==> config.mk <==
export PLATFORM = sky130hd
export DESIGN_NAME = sccb_config_master
export DESIGN_NICKNAME = d
export VERILOG_FILES = /design/src/rtl/sccb_config_master.sv
export SDC_FILE = /design/constraint.sdc
export NUM_CORES = 1
export LEC_CHECK = 0
export CAP_MARGIN = 20
export CORE_MARGIN = 5
export CORE_UTILIZATION = 37
export DETAILED_ROUTE_END_ITERATION = 12
export PLACE_DENSITY_LB_ADDON = 0.25
export SLEW_MARGIN = 20
export SYNTH_ARGS = -nofsm -noshare
export SYNTH_HDL_FRONTEND = slang
export SYNTH_SLANG_ARGS = --single-unit
==> constraint.sdc <==
create_clock -name clk_50 -period 3 [get_ports clk_50]
set_input_delay 0.45 -clock clk_50 [delete_from_list [all_inputs] [get_ports clk_50]]
set_output_delay 0.45 -clock clk_50 [all_outputs]
set_load 0.1 [all_outputs]
==> src/rtl/sccb_config_master.sv <==
// rtl/sccb_config_master.sv - walks the camera register ROM, one SCCB 3-phase write per entry
// 16'hFFF0 entries become a bus-idle delay; the run ends when the ROM reports finished.
module sccb_config_master #(
   parameter int unsigned CLK_HZ       = 50_000_000,
   parameter int unsigned SCCB_HZ      = 100_000,
   parameter logic [7:0]  DEV_ID       = 8'h42,
   parameter int unsigned DELAY_CYCLES = 500_000,
   parameter int unsigned SETTLE       = 3
) (
   input  logic        clk_50,
   input  logic        reset_n,
   input  logic        start,
   input  logic [15:0] command,
   input  logic        finished,
   output logic        rom_resend,
   output logic        advance,
   output logic        sioc,
   output logic        siod_o,
   output logic        siod_oe,
   output logic        busy,
   output logic        done
);
   localparam int unsigned Q_RAW = CLK_HZ / (4 * SCCB_HZ);
   localparam int unsigned Q     = (Q_RAW < 1) ? 1 : Q_RAW;
   localparam int unsigned QW    = (Q > 1) ? $clog2(Q) : 1;

   typedef enum logic [3:0] {
      IDLE, REWIND, SETTLE_W, CHECK, START, BITS, STOP, GAP, DELAY, ADV, DONE
   } state_t;

   state_t        state, state_n;
   logic [QW-1:0] q_cnt;
   logic [1:0]    quarter;
   logic [1:0]    last_quarter;
   logic [4:0]    bit_cnt;
   logic [31:0]   dly_cnt;
   logic [26:0]   frame;
   logic          start_d;
   logic          start_rise;
   logic          q_last;
   logic          seg_end;
   logic          dont_care;

   assign start_rise   = start & ~start_d;
   assign q_last       = (q_cnt == QW'(Q - 1));
   assign last_quarter = (state == START) ? 2'd1 : (state == STOP) ? 2'd2 : 2'd3;
   assign seg_end      = q_last && (quarter == last_quarter);
   assign dont_care    = (bit_cnt == 5'd8) || (bit_cnt == 5'd17) || (bit_cnt == 5'd26);

   always_ff @(posedge clk_50 or negedge reset_n) begin
      if (!reset_n) begin
         state   <= IDLE;
         q_cnt   <= '0;
         quarter <= '0;
         bit_cnt <= '0;
         dly_cnt <= '0;
         frame   <= '1;
         start_d <= 1'b0;
      end else begin
         state   <= state_n;
         start_d <= start;
         if (state_n != state) begin
            q_cnt   <= '0;
            quarter <= '0;
            dly_cnt <= '0;
         end else begin
            if (state == SETTLE_W || state == DELAY)
               dly_cnt <= dly_cnt + 32'd1;
            if (state inside {START, BITS, STOP, GAP}) begin
               if (q_last) begin
                  q_cnt   <= '0;
                  quarter <= quarter + 2'd1;
               end else begin
                  q_cnt <= q_cnt + QW'(1);
               end
            end
         end
         if (state != BITS)
            bit_cnt <= '0;
         else if (seg_end)
            bit_cnt <= bit_cnt + 5'd1;
         // Don't-care positions are loaded high; siod_oe masks them on the bus.
         if (state == CHECK)
            frame <= {DEV_ID, 1'b1, command[15:8], 1'b1, command[7:0], 1'b1};
         else if (state == BITS && seg_end)
            frame <= {frame[25:0], 1'b1};
      end
   end

   always_comb begin
      state_n    = state;
      sioc       = 1'b1;
      siod_o     = 1'b1;
      siod_oe    = 1'b1;
      rom_resend = 1'b0;
      advance    = 1'b0;
      busy       = 1'b1;
      done       = 1'b0;
      case (state)
         IDLE: begin
            busy = 1'b0;
            if (start_rise) state_n = REWIND;
         end
         DONE: begin
            busy = 1'b0;
            done = 1'b1;
            if (start_rise) state_n = REWIND;
         end
         REWIND: begin
            rom_resend = 1'b1;
            state_n    = SETTLE_W;
         end
         SETTLE_W: if (dly_cnt == 32'(SETTLE - 1)) state_n = CHECK;
         // finished is tested first so the FFFF end marker never reaches the bus
         CHECK: begin
            if (finished)                  state_n = DONE;
            else if (command == 16'hFFF0)  state_n = DELAY;
            else                           state_n = START;
         end
         START: begin
            siod_o = 1'b0;
            sioc   = (quarter == 2'd0);
            if (seg_end) state_n = BITS;
         end
         BITS: begin
            sioc    = quarter[1];
            siod_o  = frame[26];
            siod_oe = ~dont_care;
            if (seg_end && bit_cnt == 5'd26) state_n = STOP;
         end
         STOP: begin
            sioc   = (quarter != 2'd0);
            siod_o = (quarter == 2'd2);
            if (seg_end) state_n = GAP;
         end
         GAP:   if (seg_end) state_n = ADV;
         DELAY: if (dly_cnt == 32'(DELAY_CYCLES - 1)) state_n = ADV;
         ADV: begin
            advance = 1'b1;
            state_n = SETTLE_W;
         end
         default: state_n = IDLE;
      endcase
   end
endmodule

# Word level (Yosys, flattened, before mapping)
# Index checks and enable logic that the tools add are counted.
# totals
reg_bits,78
in_bits,20
out_inout_bits,7
# op_classes
n_eq_ne,21
mux,31
reduce_logical,18
bitwise,3
n_addsub,4
# ops
op,count
2-to-1 mux 32 bit,2
2-to-1 mux 27 bit,2
2-to-1 mux 4 bit,9
case mux 4 bit (9 select lines),1
"adder 32 x 1 -> 32 bit, second input constant",1
"== test 32 x 19 -> 1 bit, second input constant",1
"== test 32 x 2 -> 1 bit, second input constant",1
2-to-1 mux 7 bit,3
"== test 16 bit, second input constant",1
"== test 4 x 3 -> 1 bit, second input constant",4
"== test 4 bit, second input constant",3
nonzero test 2 bit,6
"== test 5 bit, second input constant",2
2-to-1 mux 5 bit,2
"== test 4 x 2 -> 1 bit, second input constant",2
2-to-1 mux 2 bit,4
"adder 7 x 1 -> 7 bit, second input constant",1
"== test 7 bit, second input constant",1
2-to-1 mux 1 bit,6
case mux 1 bit (3 select lines),2
"adder 5 x 1 -> 5 bit, second input constant",1
"== test 5 x 4 -> 1 bit, second input constant",1
"== test 4 x 1 -> 1 bit, second input constant",1
zero test 4 bit,1
other kinds (13),19

# Logic depth before layout (Yosys ltp)
# Gate-level depths: netlist of the first run.
# depth
word_depth,11
depth_mapped,8
ltp_nobuf,7

# Least setup slack after synthesis of the first run
# No wires, ideal clock.
# synth_path
path_kind,flip-flop to output port
start,reg state[1]
end,out done
stages_incl_launch_ff,5
slack_ns,-0.608
arrival_time_ns,3.158
path_buffers,3
cell_sequence,dfrtp_1 buf_2 buf_2 buf_1 nor3b_1
# synth_via
elab_chain_cells,2
# synth_rtl
item,line_no,source
"start, declared",31,"state_t state, state_n;"
"start signal, assigned",60,state <= state_n;
== test 4 bit,99,case (state)
2-to-1 mux 1 bit,99,
"end, declared",21,output logic done
# No other way between the ends.

# Worst setup path after layout of the first run
# layout_path
start,reg state[3]
end,reg dly_cnt[31]
# layout_via
elab_chain_cells,10
elab_cells_between_ends,30
# layout_rtl
item,line_no,source
== test 4 x 3 -> 1 bit,"46, 99",
2-to-1 mux 1 bit,46,assign last_quarter = (state == START) ? 2'd1 : (state == STOP) ? 2'd2 : 2'd3;
2-to-1 mux 2 bit,46,
== test 2 bit,47,assign seg_end = q_last && (quarter == last_quarter);
logical AND 1 bit,47,
logical AND 1 bit,129,if (seg_end && bit_cnt == 5'd26) state_n = STOP;
2-to-1 mux 4 bit,129,
case mux 4 bit (9 select lines),99,
inequality test 4 bit,62,if (state_n != state) begin
2-to-1 mux 32 bit or nonzero test 2 bit (tied branches),n/a,
"end signal, assigned",68,dly_cnt <= dly_cnt + 32'd1;
"end, declared",36,logic [31:0] dly_cnt;
# Several ways; a longest one is shown, not always the timed one.
# A chain may end at the register's enable or synchronous reset.

==> qor.txt, run 1 <==
Status: finished clean
Antenna violations before repair: 0
Power density cells: 763 nW/µm²
Yosys cell types: 64
Critical Path Fanout Max: 20
Tmin final: 2.54 ns
Row Count: 40
Diodes inserted: 0
Asr flop ratio synth: 100%
Port bufs: 26
Total vias in the final route: 3660
Most common cell in the netlist: nand2_1
CTS buffer count: 9
Clock transition at the registers of the reported paths: 0.06 ns
Final hold violation count: 0
Placed Area: 4980 µm²
Area growth, synth to finish: 17.2%
Prevailing post-synth register cell: dfrtp_1
Number of synthesized flops with an enable pin: 0
Die Footprint: 14600 µm²
Critical-path top delay cell: dfrtp_1
Vias in the first global route: 3534
Slew @ Worst Pin: 0.656 ns
Worst Setup End Kind: register
Nets@finish: 552
Critical path arrival: 2.76 ns
Clk Tree Root Cell: clkbuf_16
Final setup fails: 0
Initial core utilization: 37.8%
Drt total wl: 10500 µm
Setup WS pre-CTS: 0.438 ns
Synth Net Count: 526
Final worst slack: 0.459 ns
Fmax: 394 MHz
Ports: 27
Buffer and inverter count on the worst path: 0
Hpwl dp: 7310 µm
Main area contributors after synthesis: dfrtp_1 (28%), dfstp_2 (15%), nand2_1 (6.0%)
Htree depth: 3
Routed len/inst: 15.6 µm
Worst EP required: 3.22 ns
Overflow after GRT: 0
Mapped cell area: 4540 µm²
Initial drt markers: 217
Core ar.: 12000 µm²
Max-cap viol count: 0
Final Cell Area: 5320 µm²
Biggest cell delay along the critical path: 0.76 ns
Yosys warning count: 0
Cell family with most CP delay: simple AND/OR/NAND/NOR gates
CTS sink count: 77
Post-cts resize count: 0
RSZ-0062 raised after global routing: false
Share of layout cells above drive strength 1: 17.1%
CTS Buffer Depth: 2
Fin cells: 674
Final hold slack: 0.0378 ns
Syn Area/Cell: 9.14 µm²
Max_slew headroom: 56.3%
Die Height: 121 µm
Yosys top cell by area: dfrtp_1
Antenna violation net count after detailed routing: 0
Cells after Synth: 496
TritonCTS clock tree: built
Pre-antenna DRT Iters: 4
Routability cong.: 0.834
First-pass GRT wire length: 17900 µm
Fin Clk Skew: 0.00572 ns
LEAKAGE: 2.06 nW
CP Class: reg2reg
Crit path launch type: register
Commonest cells in the netlist: nand2_1 (72), nor3_1 (54), dfrtp_1 (51)
Cell mode on critical path: xnor2_1
Die W: 121 µm
Worst VDD drop: 0.352 mV
Synth top area share: 28.1%
Fin. max-slew vios: 0
Sequential cell area fraction in the yosys report: 43.2%
Crit-path cells: xnor2_1 > or4_1 > nor4_1 > xnor2_1 > nor3_1
Tcrit/Tclk final: 84.7%
Setup tns final: 0 ns
Placed insts: 657
Yosys reg bits: 77
Setup Buffers After CTS: 0
GRT Total Usage: 15.2%
Skew-Pair Late Insertion Delay: 0.34 ns
Hold-fix buffers, CTS: 0
Vias per cell: 5.43
DRC: 0
Min-delay worst type: in2async
Largest net degree at the start of global routing: 78
[logic make-up (layout without fill, tap and decap cells)]
kind of cell	count (synthesis)	count (layout)	synth area share (%)
simple gates	250	250	29.6
flops	77	77	43.2
mux	5	5	1.13
buf+inv	42	73	4.47
xor+xnor	35	35	6.76
fa+ha+maj	10	10	2.76
compound gates	77	77	12.1
[stage by stage]
step / utilization (%) / total power [W]
global route: 44.3 / 0.00431
detailed placement: 41.5 / 0.00299
finish: 44.3 / 0.00406
floorplan: - / 0.00259
global placement: 41.5 / 0.00295
CTS: 44.0 / 0.00409
[state kept, by name (all words and copies together), names as in the netlist]
| signal | count |
|---|---|
| start_d | 1 |
| dly_cnt | 32 |
| bit_cnt | 5 |
| q_cnt | 7 |
| state | 4 |
| frame | 26 |
| quarter | 2 |
[layout by cell type (no fill, tap or decap), types with 6 or more instances in the layout]
cell	Yosys	layout
xor2_1	8	8
xnor2_1	27	27
clkbuf_16	0	10
nand4_1	13	13
nor4_1	15	15
nand2_1	72	72
buf_4	4	23
and3_1	6	6
inv_1	13	13
ha_1	10	10
nand3_1	16	16
nand2b_1	7	7
clkdlybuf4s50_1	0	18
nor3_1	54	52
a21oi_1	12	12
dfrtp_1	51	51
nor2_1	25	25
o21ai_0	24	23
a22oi_1	13	13
dfstp_2	26	26
[worst reg2reg max path: stages (launching register included)]
cell and delay [ns]:
dfrtp_1 0.76, xnor2_1 0.28, or4_1 0.74, nor4_1 0.42, xnor2_1 0.17, nor3_1 0.06
[cell type report]
class,instances,area (µm²)
fill,1143,6700
multi-input combinational,377,2400
sequential,77,1960
timing repair buffer,44,420
clock buffer,14,295
tap,147,184
inverter,13,48.8
clock inverter,2,11.3
[power by group]
| group | internal [W] | switching (W) | leakage, nW | total, W |
|---|---|---|---|---|
| sequential | 0.00132 | 0.000162 | 0.975 | 0.00148 |
| clock | 0.000678 | 0.000412 | 0.154 | 0.00109 |
| combinational | 0.000492 | 0.000996 | 0.933 | 0.00149 |
[final timing paths]
kind	from	end	slack [ns]	depth (start not counted)
max in group asynchronous	reset_n	frame[15]	2.33	2
min reg2reg	frame[15]	frame[15]	0.46	2
min	reset_n	q_cnt[3]	0.04	1
max	state[3]	dly_cnt[31]	0.46	5
min in group clk_50	frame[15]	frame[15]	0.46	2
max reg2reg	state[3]	dly_cnt[31]	0.46	5
[routing by layer]
layer | wire (µm) | GRT usage, %
met1 | 5260 | 21.4
met3 | 299 | 3.70
met4 | 110 | 3.82
met5 | 0 | 0
met2 | 4840 | 23.5
Note: power is estimated with default switching activity, not from simulation.
==> run 2, diff against run 1 <==
Clock period 3 ns to 2.3 ns, I/O delays scaled along.
==> qor.txt, run 2 (synthesis gave the netlist of run 1 again) <==
Diodes inserted: 0 (unchanged)
Routed len/inst: 15.8 µm (+1.2%)
Ports: 27 (unchanged)
DRC: 0 (unchanged)
Max-cap viol count: 0 (unchanged)
Vias per cell: 5.44 (+0.18%)
Antenna violations before repair: 0 (unchanged)
CP Class: reg2reg
GRT Total Usage: 15.9% (+0.73 points)
Seq pwr share: 32.5% (-4.0 points)
Final hold slack: 0.457 ns (+0.419 ns)
R2R setup slack: 0.03 ns (-0.43 ns)
Vias in the first global route: 3776 (+6.8%)
Die Footprint: 14600 µm² (unchanged)
CTS buffer count: 9 (unchanged)
Max_slew headroom: 69.4% (+13 points)
Critical-path top delay cell: or4b_4
Commonest non-fill, non-tap cells in the layout: nand2_1 (71), nor3_1 (52), dfrtp_1 (49), buf_4 (37), xnor2_1 (27)
CTS Buffer Depth: 2 (unchanged)
Slew @ Worst Pin: 0.457 ns (-0.199 ns)
Combinational Power Share: 43.3% (+6.6 points)
Clock Power Share: 24.2% (-2.7 points)
Routability cong.: 0.841 (+0.85%)
Tmin final: 2.27 ns (-0.269 ns)
Core ar.: 12000 µm² (unchanged)
Fillers: 1158 (+1.3%)
Biggest register: dly_cnt
Initial core utilization: 37.8% (unchanged)
Util after Layout: 47.8% (+3.5 points)
Nets@finish: 580 (+5.1%)
Worst EP required: 2.55 ns (-0.67 ns)
Overflow after GRT: 0 (unchanged)
Row Count: 40 (unchanged)
Status: finished clean
Port bufs: 26 (unchanged)
Area growth, synth to finish: 26.5%
Clock transition at the registers of the reported paths: 0.06 ns (about the same)
Biggest regs: dly_cnt: 32 flops, frame: 26 flops, q_cnt: 7 flops
Skew-Pair Late Insertion Delay: 0.34 ns (about the same)
Fmax: 440 MHz (+12%)
Largest net degree at the start of global routing: 42 (-46%)
CTS sink count: 77 (unchanged)
Worst Setup End Kind: register
Crit-path cells: or4b_4 > a2111o_1 > a31oi_4 > a21oi_4 > buf_12 > buf_6 > nor4_4
Antenna violation net count after detailed routing: 0 (unchanged)
RSZ-0062 raised after global routing: true
Hpwl dp: 7750 µm (+6.1%)
Share of layout cells above drive strength 1: 23.8% (+6.7 points)
Critical path arrival: 2.52 ns (-0.24 ns)
Drt total wl: 11100 µm (+5.4%)
Die W: 121 µm (unchanged)
LEAKAGE: 2.26 nW (+9.4%)
Power density cells: 1020 nW/µm² (+34%)
Die Height: 121 µm (unchanged)
Htree depth: 3 (unchanged)
Clk Tree Root Cell: clkbuf_16
Final setup fails: 0 (unchanged)
First-pass GRT wire length: 18900 µm (+5.6%)
Pint: 0.00363 W (+46%)
Largest register FFs: 32 (unchanged)
Initial drt markers: 217 (unchanged)
Fin. max-slew vios: 0 (unchanged)
Pre-antenna DRT Iters: 5 (+1)
Fin Clk Skew: 0.0112 ns (+0.00545 ns)
Biggest cell delay along the critical path: 0.52 ns (-0.24 ns)
Net Switching: 0.00225 W (+44%)
Switching Fraction: 38.3% (-0.34 points)
Crit path launch type: register
Final hold violation count: 0 (unchanged)
Most common cell after layout, fill and taps aside: nand2_1
Critical Path Fanout Max: 6 (-70%)
Total vias in the final route: 3819 (+4.3%)
Tcrit/Tclk final: 98.7% (+14 points)
TritonCTS clock tree: built
Worst VDD drop: 0.789 mV (+120%)
Min-delay worst type: reg2reg
## run 2: cell types whose count changed in the layout (fill, tap and decap cells not counted), sizes merged
cell	previous run	this run
buf	26	52
clkbuf	14	11
bufinv	0	1
clkinv	1	2
clkinvlp	0	1
dlygate4sd3	0	1
inv	14	15
## run 2: what timing repair did
| item | CTS | global route |
|---|---|---|
| endpoints found under the setup margin | 1 | 37 |
| gates cloned | 0 | 2 |
| buffers inserted | 0 | 3 |
| pin swaps | 0 | 4 |
| endpoints found under the hold margin | 15 | 0 |
| hold buffers | 1 | 0 |
| gates resized for setup | 3 | 13 |
## run 2: worst max-delay path, delay by kind of cell, from the launching register on
family	cells	cell delay, ns
AO/OA/AOI/OAI	3	0.74
AND/OR/NAND/NOR	2	0.75
flip-flops	1	0.39
buffers and inverters	2	0.29
## run 2: routing by layer
layer / GRT usage (%) / wire length [µm]
met1: 22.0 / 5440
met2: 25.6 / 5230
met3: 2.85 / 259
met4: 4.75 / 144
met5: 0 / 0
## run 2: cell type report
class	count	area [µm²]	area share (%)
Tap cell	147	184	3.20
Multi-Input combinational cell	377	2480	43.2
Sequential cell	77	1960	34.2
Inverter	13	48.8	0.850
Clock buffer	10	239	4.16
Clock inverter	6	60.1	1.05
Timing Repair Buffer	72	767	13.4
## run 2: path summary, 6_finish.rpt
| check | start | cells after the start | end |
|---|---|---|---|
| hold / removal | frame[14] | 2 | frame[14] |
| max in group asynchronous | reset_n | 3 | dly_cnt[31] |
| hold reg to reg | frame[14] | 2 | frame[14] |
| setup reg to reg | state[0] | 7 | q_cnt[3] |
| min in group asynchronous | reset_n | 2 | q_cnt[3] |
| setup / recovery | state[0] | 7 | q_cnt[3] |
## run 2: metrics by stage
| stage | TNS, ns | instance area [µm²] | power (W) | std cells | worst slack (ns) |
|---|---|---|---|---|---|
| final | 0 | 5740 | 0.00588 | 702 | 0.0288 |
| after global routing | -0.879 | 5740 | 0.00622 | 702 | -0.0489 |
| after CTS | 0 | 5600 | 0.00567 | 697 | 0.0117 |
| after detailed placement | -0.0187 | 5270 | 0.00420 | 680 | -0.0187 |
| after global placement | 0 | 5270 | 0.00415 | 680 | 0.0755 |
| after floorplan | -0.500 | 4550 | 0.00338 | 496 | -0.278 |
## run 2: power groups by stage
stage	logic, W	clock network (W)	registers, W
detailed placement	0.00227	0	0.00193
finish	0.00255	0.00143	0.00191
global route	0.00274	0.00154	0.00194
CTS	0.00229	0.00147	0.00191
floorplan	0.00153	0	0.00185
global placement	0.00223	0	0.00192
==> run 3, diff against run 2 <==
Settings changed: CORE_ASPECT_RATIO from default to 0.9.
==> qor.txt, run 3 (synthesis gave the netlist of run 1 again) <==
Reg-to-reg critical path endpoint: dly_cnt[8]
Vias per cell: 5.39 (-0.98%)
CP Class: reg2reg
Htree depth: 3 (unchanged)
Area of the multi-input gates: 2460 µm² (-0.91%)
Biggest register: dly_cnt
Power density cells: 1020 nW/µm² (-0.64%)
Worst VDD drop: 0.943 mV (+20%)
Drt total wl: 11100 µm (about the same)
Row Count: 38 (-5.0%)
FF-to-FF path depth: 7 (unchanged)
Final hold violation count: 0 (unchanged)
Max-cap viol count: 0 (unchanged)
Commonest non-fill, non-tap cells in the layout: nand2_1 (71), dfrtp_1 (50), nor3_1 (47), buf_4 (37), xnor2_1 (27)
Pre-antenna DRT Iters: 5 (unchanged)
Total vias in the final route: 3841 (+0.58%)
Final worst slack: 0.0562 ns (+0.0275 ns)
Crit path launch type: register
Min-delay worst type: reg2reg
Combinational Power Share: 44.5% (+1.2 points)
Clk Tree Root Cell: clkbuf_16
Antenna violations before repair: 0 (unchanged)
First-pass GRT wire length: 18500 µm (-1.9%)
Critical path arrival: 2.47 ns (-0.05 ns)
Placed Area: 5300 µm² (+0.50%)
Die Footprint: 14600 µm² (about the same)
Status: finished clean
Fillers: 1131 (-2.3%)
Pint: 0.00352 W (-2.9%)
Fin. max-slew vios: 0 (unchanged)
Fin Clk Skew: 0.00838 ns (-0.00279 ns)
CTS sink count: 77 (unchanged)
Hpwl dp: 7560 µm (-2.6%)
Die Height: 115 µm (-4.7%)
Initial drt markers: 382 (+76%)
Port bufs: 26 (unchanged)
Start of the worst register-to-register path: quarter[1]
Tmin final: 2.24 ns (-0.0275 ns)
Routability cong.: 0.778 (-7.4%)
Antenna violation net count after detailed routing: 0 (unchanged)
Initial core utilization: 37.7% (-0.055 points)
Slew @ Worst Pin: 0.551 ns (+0.0933 ns)
Ports: 27 (unchanged)
Largest register FFs: 32 (unchanged)
Share of layout cells above drive strength 1: 23.9% (+0.086 points)
Biggest regs: dly_cnt: 32 flops, frame: 26 flops, q_cnt: 7 flops
Tcrit/Tclk final: 97.6% (-1.2 points)
Diodes inserted: 0 (unchanged)
Largest net degree at the start of global routing: 43 (+2.4%)
Seq pwr share: 32.5% (about the same)
Area growth, synth to finish: 25.5%
Worst EP required: 2.52 ns (-0.03 ns)
Overflow after GRT: 0 (unchanged)
CP Capture Point: dly_cnt[8]
Clock Power Share: 23.0% (-1.2 points)
RSZ-0062 raised after global routing: true
Switching Fraction: 39.2% (+0.91 points)
Most common cell after layout, fill and taps aside: nand2_1
R2R setup slack: 0.06 ns (+0.03 ns)
GRT Total Usage: 15.6% (-0.37 points)
Nets@finish: 578 (-0.34%)
Die W: 127 µm (+5.0%)
Max_slew headroom: 63.2% (-6.1 points)
Clock transition at the registers of the reported paths: 0.06 ns (about the same)
Skew-Pair Late Insertion Delay: 0.34 ns (about the same)
Setup WS pre-CTS: -0.00336 ns (+0.0153 ns)
Net Switching: 0.00227 W (+0.84%)
Total area of sequential cells: 1960 µm² (about the same)
Fmax: 446 MHz (+1.2%)
TritonCTS clock tree: built
Vias in the first global route: 3761 (-0.40%)
Critical path startpoint: quarter[1]
Final Cell Area: 5690 µm² (-0.85%)
Critical Path Fanout Max: 15 (+9)
Worst Setup End Kind: register
Core ar.: 12000 µm² (+0.15%)
Final setup fails: 0 (unchanged)
CTS buffer count: 9 (unchanged)
LEAKAGE: 2.24 nW (-0.88%)
DRC: 0 (unchanged)
CTS Buffer Depth: 2 (unchanged)
Routed len/inst: 15.5 µm (-1.6%)
## run 3: cell types whose count changed in the layout (fill, tap and decap cells not counted), sizes merged
cell      delta
clkinvlp     -1
clkbuf       -1
buf          -2
inv          +3
bufinv       -1
## run 3: metrics by stage
step | utilization, % | total power [W] | std cells | hold slack, ns | setup TNS, ns
after floorplan | - | 0.00338 | 496 | 0.0494 | -0.500
after CTS | 46.4 | 0.00567 | 708 | 0.458 | 0
after detailed placement | 44.1 | 0.00429 | 691 | 0.331 | -0.00336
final | 47.3 | 0.00579 | 713 | 0.456 | 0
after global routing | 47.3 | 0.00617 | 713 | 0.476 | -0.545
after global placement | 44.1 | 0.00425 | 691 | 0.329 | 0
## run 3: layer usage
metal | global-route usage (%) | vias up | wire [µm]
met5 | 0 | - | 0
met4 | 5.65 | 0 | 154
met3 | 3.02 | 12 | 414
met2 | 23.1 | 62 | 4990
met1 | 22.6 | 1862 | 5510
li1 | - | 1905 | -
## run 3: how the worst min path moves through the flow
stage / startpoint / to / slack, ns / cells past startpoint
global route: frame[11] / frame[11] / 0.48 / 2
finish: frame[14] / frame[14] / 0.46 / 2
detailed placement: reset_n / dly_cnt[6] / 0.33 / 1
CTS: frame[14] / frame[14] / 0.46 / 2
floorplan: reset_n / bit_cnt[0] / 0.05 / 0
global placement: reset_n / dly_cnt[7] / 0.33 / 1
## run 3: cell type report
type / count / share of cell area [%]
Clock buffer: 9 / 3.96
Clock inverter: 7 / 0.814
Inverter: 13 / 0.858
Multi-Input combinational cell: 377 / 43.2
Sequential cell: 77 / 34.5
Tap cell: 160 / 3.52
Timing Repair Buffer: 70 / 13.2
## run 3: what timing repair did
action | 4_1_cts | 5_1_grt
hold endpoints to repair | 9 | 0
endpoints found under the setup margin | 0 | 48
gates resized for setup | 0 | 14
setup buffers | 0 | 4
hold buffers | 1 | 0
## run 3: power groups by stage
stage          clock network [W]  logic [W]  registers [W]
6_report                 0.00133    0.00258        0.00188
5_1_grt                  0.00143    0.00280        0.00193
2_1_floorplan                  0    0.00153        0.00185
3_5_place_dp                   0    0.00239        0.00190
3_3_place_gp                   0    0.00236        0.00189
4_1_cts                  0.00138    0.00240        0.00189
## run 3: worst max-delay path, stage by stage, from the launching register on
cell and delay [ns]:
dfrtp_1 0.37, or4b_1 0.54, a2111o_1 0.45, and4_4 0.23, a21oi_4 0.17, buf_12 0.17
buf_12 0.13, nor3_1 0.05
